--- config.mk ---
export PLATFORM = sky130hd
export DESIGN_NAME = cdc_fifo_writer
export DESIGN_NICKNAME = d
export VERILOG_FILES = /design/src/rtl/cdc_fifo_writer.sv
export SDC_FILE = /design/constraint.sdc
export NUM_CORES = 1
export LEC_CHECK = 0
export ABC_CLOCK_PERIOD_IN_PS = 2610
export CAP_MARGIN = 40
export CORE_UTILIZATION = 66
export CTS_CLUSTER_DIAMETER = 50
export DETAILED_ROUTE_END_ITERATION = 8
export DONT_BUFFER_PORTS = 1
export PLACE_DENSITY_LB_ADDON = 0.05
export RECOVER_POWER = 50
export SLEW_MARGIN = 20
export SYNTH_ARGS = -nofsm -noshare
export SYNTH_HDL_FRONTEND = slang
export SYNTH_SLANG_ARGS = --single-unit
--- constraint.sdc ---
create_clock -name wclk -period 2.61 [get_ports wclk]
set_input_delay 0.261 -clock wclk [delete_from_list [all_inputs] [get_ports wclk]]
set_output_delay 0.261 -clock wclk [all_outputs]
set_load 0.02 [all_outputs]
--- src/rtl/cdc_fifo_writer.sv ---
// cdc_fifo_writer: wclk-domain feeder that frames a valid/ready stream into tagged words for the async CDC FIFO.
// Each FIFO word is {err, sof, eof, data}. A two-entry skid buffer holds words while the FIFO is full.
// With drop_en set, the source is never stalled. A word that arrives while both buffer entries are full
// and nothing drains is dropped, and the next word stored carries err=1.
// Optional build macro CDC_FIFO_WRITER_STATS_EN implements frame_cnt and lost_cnt.
// When the macro is not defined, both counters read 0.
module cdc_fifo_writer #(
    parameter int DSIZE = 32
) (
    input  logic             wclk,
    input  logic             rrst,
    input  logic             drop_en,
    input  logic [DSIZE-1:0] src_data,
    input  logic             src_valid,
    input  logic             src_last,
    output logic             src_ready,
    output logic [DSIZE+2:0] fifo_wdata,
    output logic             fifo_winc,
    input  logic             fifo_wfull,
    output logic [15:0]      frame_cnt,
    output logic [7:0]       lost_cnt
);
    localparam int W = DSIZE + 3;

    typedef enum logic {IDLE, FRAME} state_t;

    state_t         state, state_n;
    logic           head_valid, skid_valid, rdy_q, err_pending;
    logic [W-1:0]   head_data, skid_data;
    logic           head_valid_n, skid_valid_n, err_pending_n, head_free;
    logic [W-1:0]   head_data_n, skid_data_n, new_word;
    logic           adv, drop, store, sof;

    assign src_ready  = ~rrst & (drop_en | rdy_q);
    assign fifo_winc  = ~rrst & head_valid & ~fifo_wfull;
    assign fifo_wdata = rrst ? '0 : head_data;
    assign adv        = src_valid & src_ready;
    assign drop       = adv & head_valid & skid_valid & ~fifo_winc;
    assign store      = adv & ~drop;

    // Framer state register
    always_ff @(posedge wclk) begin
        if (rrst) state <= IDLE;
        else      state <= state_n;
    end

    // Framer: every source word, whether stored or dropped, advances the frame position
    always_comb begin
        state_n = state;
        sof     = (state == IDLE);
        if (adv) state_n = src_last ? IDLE : FRAME;
    end

    // Skid buffer next state: skid refills head on drain; new word goes to head when it frees up
    always_comb begin
        new_word      = {err_pending, sof, src_last, src_data};
        head_free     = ~head_valid | fifo_winc;
        head_valid_n  = head_free ? (skid_valid | store) : 1'b1;
        head_data_n   = head_free ? (skid_valid ? skid_data : new_word) : head_data;
        skid_valid_n  = head_free ? (skid_valid & store) : (skid_valid | store);
        skid_data_n   = store ? new_word : skid_data;
        err_pending_n = drop ? 1'b1 : (store ? 1'b0 : err_pending);
    end

    // Buffer, ready and error registers
    always_ff @(posedge wclk) begin
        if (rrst) begin
            head_valid  <= 1'b0;
            skid_valid  <= 1'b0;
            head_data   <= '0;
            skid_data   <= '0;
            rdy_q       <= 1'b0;
            err_pending <= 1'b0;
        end else begin
            head_valid  <= head_valid_n;
            skid_valid  <= skid_valid_n;
            head_data   <= head_data_n;
            skid_data   <= skid_data_n;
            rdy_q       <= ~skid_valid_n;
            err_pending <= err_pending_n;
        end
    end

`ifdef CDC_FIFO_WRITER_STATS_EN
    logic [15:0] frame_q;
    logic [7:0]  lost_q;

    // Frame counter wraps; lost counter saturates at 255
    always_ff @(posedge wclk) begin
        if (rrst) begin
            frame_q <= '0;
            lost_q  <= '0;
        end else begin
            if (fifo_winc && head_data[DSIZE]) frame_q <= frame_q + 16'd1;
            if (drop && lost_q != 8'hff)       lost_q  <= lost_q + 8'd1;
        end
    end

    assign frame_cnt = frame_q;
    assign lost_cnt  = lost_q;
`else
    assign frame_cnt = '0;
    assign lost_cnt  = '0;
`endif
endmodule
==> results list <==
* Tmin final: ~1.9 ns
- At the worst endpoint, the arrival time is between 2 and 2.5 ns.
* Register bit total from synthesis: 75
- Share of total power consumed by net switching: 0.269
- The share of total power dissipated in the clock network is 0.333.
* Post-synthesis sequential area ratio: 0.420
* Flip-flop cell with the highest count after synthesis: sky130_fd_sc_hd__dfxtp_1
- In this run the power spent charging and discharging nets is ~0.00061 W.
- The clock net in this run drives a total of 75 sinks.
- 0 antenna diodes ended up in the layout.
- Summed over all failing endpoints, the final setup total negative slack is 0 ns.
- HP Class: primary input to register
- Antenna violations before repair: 0
* Per-instance average area after synthesis: roughly 8.9 um^2
- Nature of the critical path endpoint: register
- Internal Dissipation: approximately 0.0017 W
* Number of levels in the clock H-tree: 3
- Number of synthesized flops with an enable pin: 0
- On the critical path the largest part of the delay comes from buffers and inverters.
- For this run, the slowest stage of the critical path takes just over 0.9 ns.
- Area added between synthesis and finish: 2.24%
- Number of DRC violations after detailed-routing iteration 0: between 150 and 200
- The initial utilization of the core area, before any placement, comes to 0.691.
- The mapped netlist covers roughly 0.0036 mm^2.
* Longest Clk Path Bufs: 2
* Number of max-cap violations: 0
* Maximum clock rate: 530 MHz
- The tree is rooted in a sky130_fd_sc_hd__clkbuf_8.
* Power density relative to cell area: around 620 mW/mm^2
- Synthesis produced a netlist whose cell count is ~400.
- Buffers inserted during clock tree synthesis total 9.
- In the final design database the tool counted approximately 420 nets.
- Length of the first detailed-routing pass in iterations: 4
* Number of distinct library cells after synthesis: 25
* Vias in the first global route: roughly 2400
- Avg Vias per Cell: ~5.7
- At the end of routability-driven placement, the weighted congestion stood at about 0.75.
- Most frequently used cell type in the post-synthesis netlist: sky130_fd_sc_hd__dfxtp_1
- Pins over their slew limit: 0
* Type of element launching the critical path: register
- Once detailed placement completed, the half-perimeter wirelength came to 4210 um.
- Clock-pin slew of the registers on the worst-case setup and hold paths: around 0.070 ns
- Worst-Skew Late Latency: 0.34 ns
* Ports placed on the boundary: a little under 100
- Final critical-path setup slack: a little over 0.7 ns
* Post-synthesis cell type with the largest combined area: sky130_fd_sc_hd__dfxtp_1
- Number of buffers and inverters on the critical path: 1
- The number of endpoints with negative hold slack in the final report came to 0.
- The critical path is of the register to register type.
- After clock tree synthesis, the flow added hold-fix buffers numbering 1.
- TritonCTS built the clock tree.
- For this block, the routed nets add up to just over 7000 um of wire.
- The run finished with clean final reports.
- Of all flip-flops after synthesis, the portion carrying an async set or reset was 0.
- Crit path cell chain: clkbuf_2 -> mux2i_1 -> a211oi_1
- Relative contribution of combinational cells to total power: 0.116
- Vertical extent of the die: approximately 76 um
* WL per Instance: ~15 um
- Total congestion overflow: 0
- Setup violators final: 0
- The share of total power dissipated in sequential elements is 0.551.
* Overall routing resource usage: 0.257
* Buffer count from post-CTS setup fixing: 0
- Along the worst path, the maximum fanout reaches 38.
- Data on the critical path is required at its endpoint by around 2.9 ns.
- Entering global routing, the biggest net connects between 40 and 50 pins.
* Die Footprint: between 0.005 and 0.006 mm^2
* Share of the core filled with cells in the final layout: 0.706
- The initialized floorplan defines 26 standard-cell rows.
* Post-DRT Antenna Nets: 0
* Tcrit/Tclk final: 0.723
* Area of the core: 0.00517 mm^2
- Of the post-synthesis cell area, the dominant cell type holds 0.420.
- In this run the tool buffered the top-level ports with 0 buffer cells.
* Worst ir drop on vdd: 0.000406 V
- Of the cells placed in the final design, the portion with a size suffix greater than 1 is 0.0646.
* Total Power: 0.00228 W
- Slowest-stage cell, CP: sky130_fd_sc_hd__clkbuf_2
- Number of design rule violations left after detail routing: 0
- Pin slew with the least headroom to its limit: between 1 and 1.5 ns
- Setup slack of the worst register-to-register path: about 0.72 ns
- By count the netlist is led by sky130_fd_sc_hd__dfxtp_1 (75), sky130_fd_sc_hd__inv_1 (38), sky130_fd_sc_hd__nor2_1 (37).
- Setup repair after global routing left no endpoint under its margin.
- The first global-routing pass estimated between 10000 and 15000 um of wire.
- Prior to clock tree synthesis, the placed netlist has a worst setup slack of roughly 0.96 ns.
* Slew margin rel.: 0.186
- For the final database, setup skew stands at about 0.0055 ns.
* Total leakage power: about 1.4 nW
* Cell types occupying the most area after synthesis: sky130_fd_sc_hd__dfxtp_1 (42%), sky130_fd_sc_hd__mux2i_1 (9.5%), sky130_fd_sc_hd__o311ai_0 (8.6%)
- The Yosys step of the flow raised 0 warnings.
* CTS resizes: 0
- Die Width: between 70 and 80 um
- Routed via count: about 2600
logic make-up (layout without fill, tap and decap cells):
logic type             count (synthesis)  after routing  share of synthesized area
AOI/OAI and AO/OA                    117            117                      0.233
buffers and inverters                 98             60                      0.142
DFF                                   75             75                      0.420
muxes                                 34             34                     0.0953
other                                  1             24                    0.00105
and+or+nand+nor                       77             77                      0.108
sequential cells by signal (all words and copies together), names as in the netlist:
name / cells
state: 1
skid_data: 35
head_data: 35
rdy_q: 1
err_pending: 1
skid_valid: 1
head_valid: 1
power by group through the flow:
stage	combinational [W]	sequential [W]	clock, W
2_1_floorplan	0.000266	0.00127	0
3_3_place_gp	0.000240	0.00128	0
3_5_place_dp	0.000250	0.00128	0
4_1_cts	0.000265	0.00126	0.000770
5_1_grt	0.000295	0.00127	0.000816
6_report	0.000264	0.00126	0.000760
stage by stage:
stage	hold WS (ns)	cells	instance area, um^2
6_report	0.0229	457	3650
5_1_grt	0.0218	457	3650
3_3_place_gp	0.339	440	3450
3_5_place_dp	0.341	441	3480
4_1_cts	0.0175	457	3660
2_1_floorplan	0.371	425	3660
placed cells by master (no fill, tap or decap), types with 2 or more instances in the layout:
master / netlist / layout
sky130_fd_sc_hd__o311ai_0: 35 / 35
sky130_fd_sc_hd__a21oi_1: 4 / 4
sky130_fd_sc_hd__clkbuf_1: 24 / 2
sky130_fd_sc_hd__a211oi_1: 35 / 35
sky130_fd_sc_hd__buf_12: 0 / 2
sky130_fd_sc_hd__o21ai_1: 30 / 29
sky130_fd_sc_hd__clkinv_2: 0 / 3
sky130_fd_sc_hd__nor2b_1: 35 / 35
sky130_fd_sc_hd__dfxtp_1: 75 / 75
sky130_fd_sc_hd__o21a_1: 2 / 2
sky130_fd_sc_hd__buf_4: 25 / 3
sky130_fd_sc_hd__o21ai_0: 6 / 6
sky130_fd_sc_hd__conb_1: 1 / 24
sky130_fd_sc_hd__mux2i_1: 34 / 34
sky130_fd_sc_hd__nor3_1: 2 / 2
sky130_fd_sc_hd__inv_1: 38 / 38
sky130_fd_sc_hd__clkbuf_8: 0 / 10
sky130_fd_sc_hd__nor2_1: 37 / 36
worst paths after layout:
path | from | to | cells past startpoint
worst max-delay path | skid_valid | head_data[34] | 3
worst min-delay path | src_last | state | 1
worst max register to register | skid_valid | head_data[34] | 3
worst min register to register | err_pending | skid_data[34] | 2
layer usage:
layer,up-vias,share of wire,wire [um],track usage
met5,-,0,0,0
met4,0,0.014,99,0.107
met3,9,0.074,522,0.0582
met2,95,0.46,3260,0.415
met1,1159,0.45,3180,0.332
li1,1331,-,-,-
area by class of cell:
type | instances | area [um^2]
fill | 442 | 1520
clock buffer | 12 | 145
inverter | 38 | 143
tap | 70 | 87.6
multi-input combinational | 252 | 1670
timing repair buffer | 7 | 95.1
sequential | 75 | 1500
clock inverter | 3 | 15.0
Note: power is estimated with default switching activity, not from simulation.
